===== config.mk =====
export PLATFORM = sky130hd
export DESIGN_NAME = mem_port_arbiter
export DESIGN_NICKNAME = d
export VERILOG_FILES = /design/src/rtl/mem_arb_pkg.sv /design/src/rtl/arb_prio_select.sv /design/src/rtl/mem_port_arbiter.sv
export SDC_FILE = /design/constraint.sdc
export NUM_CORES = 1
export LEC_CHECK = 0
export CAP_MARGIN = 20
export CELL_PAD_IN_SITES_DETAIL_PLACEMENT = 1
export CELL_PAD_IN_SITES_GLOBAL_PLACEMENT = 1
export CORE_AREA = 2 2 60 62
export DETAILED_ROUTE_END_ITERATION = 8
export DIE_AREA = 0 0 62 64
export DONT_BUFFER_PORTS = 1
export MAX_ROUTING_LAYER = met4
export PLACE_DENSITY = 0.91
export SKIP_LAST_GASP = 1
export SLEW_MARGIN = 20
export SYNTH_ARGS = -nofsm -noshare
export SYNTH_HDL_FRONTEND = slang
export SYNTH_SLANG_ARGS = --single-unit

===== constraint.sdc =====
create_clock -name clk -period 2.44 [get_ports clk]
set_clock_uncertainty 0.05 [all_clocks]
set_input_delay 0.122 -clock clk [delete_from_list [all_inputs] [get_ports clk]]
set_output_delay 0.122 -clock clk [all_outputs]
set_load 0.02 [all_outputs]

===== src/rtl/mem_arb_pkg.sv =====
// Shared types and width defaults for the memory port arbiter.
package mem_arb_pkg;

  localparam int MEM_AW = 16;
  localparam int MEM_DW = 16;

  typedef enum logic [1:0] {
    OWN_NONE = 2'd0,
    OWN_IF   = 2'd1,
    OWN_D    = 2'd2
  } owner_t;

endpackage


===== src/rtl/arb_prio_select.sv =====
// Two-way grant picker (fetch vs data). Defining MEM_ARB_ROUND_ROBIN_EN
// alternates winners under contention; otherwise data always wins.
module arb_prio_select (
  input  logic clk,
  input  logic rst,
  input  logic en,
  input  logic if_req,
  input  logic d_req,
  output logic if_gnt,
  output logic d_gnt,
  output logic ptr_o
);

  logic d_wins;

`ifdef MEM_ARB_ROUND_ROBIN_EN
  // ptr_q=0 favours data, ptr_q=1 favours fetch; only contended grants move it.
  logic ptr_q, ptr_d;

  always_comb begin
    d_wins = ~ptr_q;
    ptr_d  = ptr_q;
    if (en && if_req && d_req) ptr_d = d_wins;
  end

  always_ff @(posedge clk or posedge rst) begin
    if (rst) ptr_q <= 1'b0;
    else     ptr_q <= ptr_d;
  end

  assign ptr_o = ptr_q;
`else
  logic unused_clk_rst;
  assign unused_clk_rst = clk ^ rst;
  assign d_wins = 1'b1;
  assign ptr_o  = 1'b0;
`endif

  always_comb begin
    d_gnt  = en & d_req & (~if_req | d_wins);
    if_gnt = en & if_req & ~d_gnt;
  end

endmodule


===== src/rtl/mem_port_arbiter.sv =====
// Shares one synchronous-read memory port between fetch and load/store.
// Contention policy selected by MEM_ARB_ROUND_ROBIN_EN (see arb_prio_select).
module mem_port_arbiter
  import mem_arb_pkg::*;
#(
  parameter int AW = MEM_AW,
  parameter int DW = MEM_DW
) (
  input  logic          clk,
  input  logic          reset,
  input  logic          if_req,
  input  logic [AW-1:0] if_addr,
  input  logic          if_flush,
  output logic          if_gnt,
  output logic          if_rvalid,
  output logic [DW-1:0] if_rdata,
  input  logic          d_req,
  input  logic          d_we,
  input  logic [AW-1:0] d_addr,
  input  logic [DW-1:0] d_wdata,
  output logic          d_gnt,
  output logic          d_rvalid,
  output logic [DW-1:0] d_rdata,
  output logic [AW-1:0] mem_addr,
  output logic          mem_we,
  output logic [DW-1:0] mem_wdata,
  input  logic [DW-1:0] mem_rdata,
  output logic          busy,
  output logic [1:0]    owner_dbg_o
);

  owner_t        owner_q, owner_d;
  logic [AW-1:0] addr_q;
  logic          ptr_unused;

  arb_prio_select u_sel (
    .clk    (clk),
    .rst    (reset),
    .en     (~reset),
    .if_req (if_req),
    .d_req  (d_req),
    .if_gnt (if_gnt),
    .d_gnt  (d_gnt),
    .ptr_o  (ptr_unused)
  );

  always_comb begin
    mem_addr = addr_q;
    if (d_gnt)       mem_addr = d_addr;
    else if (if_gnt) mem_addr = if_addr;

    // A fetch flushed in its own grant cycle is never tracked.
    owner_d = OWN_NONE;
    if (d_gnt && !d_we)         owner_d = OWN_D;
    else if (if_gnt && !if_flush) owner_d = OWN_IF;
  end

  always_ff @(posedge clk or posedge reset) begin
    if (reset) begin
      owner_q <= OWN_NONE;
      addr_q  <= '0;
    end else begin
      owner_q <= owner_d;
      addr_q  <= mem_addr;
    end
  end

  assign mem_we      = d_gnt & d_we;
  assign mem_wdata   = d_wdata;
  assign if_rdata    = mem_rdata;
  assign d_rdata     = mem_rdata;
  assign if_rvalid   = (owner_q == OWN_IF) & ~if_flush;
  assign d_rvalid    = (owner_q == OWN_D);
  assign busy        = (owner_q != OWN_NONE) | if_req | d_req;
  assign owner_dbg_o = owner_q;

endmodule


==> results.md <==
* Outcome: finished clean
* Final Hold Viols at 0
* Vias in the first global route at just over 1000
* #FFs+latches synth at 18
* Slew headroom at a little under half
* Cells after synthesis at roughly 150
* Site Rows at 21
* Share of cells above drive strength 1 at 26.5%
* Die footprint at approximately 4000 um2
* DR pass1 iterations at 4
* CP max FO at 24
* First-pass GRT wire length at 4.73 mm
* Via count at ~910
* Worst slack at placement at between 800 and 900 ps
* Synth warn at 0
* Max-cap viol count at 0
* Setup TNS at 0 ps
* Root Buffer: clkbuf_4
* Count of pins over their slew limit at 0
* Post-synth cell types at 17
* Clk network pwr share at about a quarter
* Syn nets at ~220
* Mapped cell area at 1430 um2
* FMAX at 500 MHz
* Starting Density at approximately 43%
* Cell Int Power at about 0.48 mW
* Worst skew pair latency at about 300 ps
* H-tree Lvls at 1
* Routed len/inst at about 21 um
* Crit path kind: primary input to primary output
* Ports at 142
* Clock Sinks at 18
* Clk slew on worst S/H paths at 120 ps
* CP startpoint kind: primary input
* RSZ-0062 raised after global routing: false
* Area grow syn2layout at -23.4%
* Sequential area share after synthesis at about a third
* Routed WL at ~3.1 mm
* Largest net degree at the start of global routing at 37
* Mapped Avg Cell Area at between 9 and 10 um2
* Die extent in y at 64 um
* Tot GR Track Use at between 15 and 20%
* CTS Buf Count at 3
* PortBufs at 0
* # DRC at 0
* Layout Nets at roughly 170
* Leakage at ~0.39 nW
* Final ANT Viol Nets at 0
* 1st-iter DRT viols at 14
* Combinational power share at a little under a quarter
* Measured slew at the worst slew-check pin at between 700 and 800 ps
* GR Overflow Total at 0
* Period utilisation layout at 82.0%
* Ant diodes at 0
* Die X-Extent at about 62 um
* Sw Ratio at between 30% and 40%
* Net Switching at roughly 0.26 mW
* Fin crit period at roughly 2000 ps
* Hold Crit Class: primary input to register
* Crit. End Element: primary output
* Top area cells in the synthesized netlist: dfrtp_1 32%, buf_4 25%, nor3_2 12%
* Post-CTS setup buffers at 0
* Data arrival, critical path at roughly 1800 ps
* Largest area contributor in the synthesized netlist: dfrtp_1
* Worst IR Drop VDD at roughly 240 uV
* Placeable Area at 3280 um2
* Routability cong. at 0.678
* Final WS setup at around 440 ps
* Clock Path Buffers at 2
* CTS tree: yes
* Power density over cell area at roughly 670 nW/um2
* Hpwl dp at 2.18 mm
* Share of the synthesized area in the top cell type at 31.6%
* Setup violators final at 0
* Antenna violations before repair at 0
* CP Data Required Time at approximately 2300 ps
* Vias/cell at roughly 6
* Sequential share of power at ~50%
-- metal layers --
layer	vias to the layer above	part of all wire, %	GRT usage [%]
met5	-	0	-
met4	0	2.2	6.38
met3	15	9.8	4.66
met2	62	52	28.4
met1	448	36	17.4
li1	383	-	-
-- power groups by stage --
| stage | combinational (mW) | sequential, mW | clock (mW) |
|---|---|---|---|
| 2_1_floorplan | 0.291 | 0.363 | 0 |
| 3_3_place_gp | 0.162 | 0.366 | 0 |
| 3_5_place_dp | 0.172 | 0.370 | 0 |
| 4_1_cts | 0.176 | 0.365 | 0.203 |
| 5_1_grt | 0.190 | 0.371 | 0.219 |
| 6_report | 0.175 | 0.364 | 0.196 |
-- critical path, cell delays in order --
cell and delay (ps):
dlygate4sd3_1 550, inv_2 350, o22ai_1 170, nor3_1 640
-- kinds of logic (layout without fill, tap and decap cells) --
kind of cell / after synthesis / after routing / synth area share, %
compound gates: 16 / 16 / 7.46
buf+inv: 61 / 11 / 33.8
flops: 18 / 18 / 31.6
simple gates: 57 / 57 / 27.1
-- synthesized netlist by cell type (all sizes together) --
cell / instances
o22ai: 16
dfrtp: 18
nor3: 49
and2: 1
nor2: 2
or4: 1
nor3b: 1
buf: 59
inv: 2
nand2b: 2
nor2b: 1
-- flip-flops by register name (all words and copies together), names as in the netlist --
| register | count |
|---|---|
| addr_q | 16 |
| owner_dbg_o | 2 |
-- layout by cell type (no fill, tap or decap) --
cell | netlist | routed
nor2_1 | 2 | 2
o22ai_1 | 15 | 15
nor3_1 | 32 | 32
clkbuf_8 | 0 | 1
dfrtp_1 | 18 | 18
clkbuf_4 | 0 | 3
and2_1 | 1 | 1
nor3b_1 | 1 | 1
inv_1 | 1 | 1
nand2b_2 | 2 | 2
nor3_2 | 17 | 17
o22ai_2 | 1 | 1
or4_4 | 1 | 1
inv_2 | 1 | 1
dlygate4sd3_1 | 0 | 4
buf_4 | 48 | 1
nor2b_1 | 1 | 1
-- through the flow --
| stage | total power, mW | cell area [um2] | std cells | utilization (%) | hold WS, ps |
|---|---|---|---|---|---|
| floorplan | 0.654 | 1430 | 152 | - | 127 |
| global placement | 0.528 | 1020 | 140 | 30.9 | -30.9 |
| detailed placement | 0.542 | 1020 | 140 | 30.9 | -18.6 |
| CTS | 0.744 | 1090 | 148 | 33.3 | 15.1 |
| global route | 0.780 | 1090 | 148 | 33.3 | 24.5 |
| finish | 0.735 | 1090 | 148 | 33.3 | 25.1 |
-- layout make-up --
cell class,count,area (um2)
fillers,373,2190
multi-input cells,73,493
flip-flops and latches,18,450
well taps,46,57.6
repair buffers,5,47.5
clock buffers,4,36.3
inverters,2,7.51
-- worst paths after layout --
check / startpoint / to / slack [ps] / cells past startpoint
worst min register to register: addr_q[6] / addr_q[6] / 660 / 2
worst min-delay path: d_addr[6] / addr_q[6] / 30 / 2
min in group asynchronous: reset / addr_q[2] / 220 / 2
worst max register to register: addr_q[0] / addr_q[0] / 1110 / 2
max in group asynchronous: reset / addr_q[10] / 1620 / 3
worst max-delay path: reset / mem_addr[0] / 440 / 4
-- what timing repair did --
action	in CTS	in global routing
setup endpoints to repair	0	0
gates resized for setup	0	0
hold buffers	4	0
endpoints found under the hold margin	15	0
(Power assumes the default switching activity.)
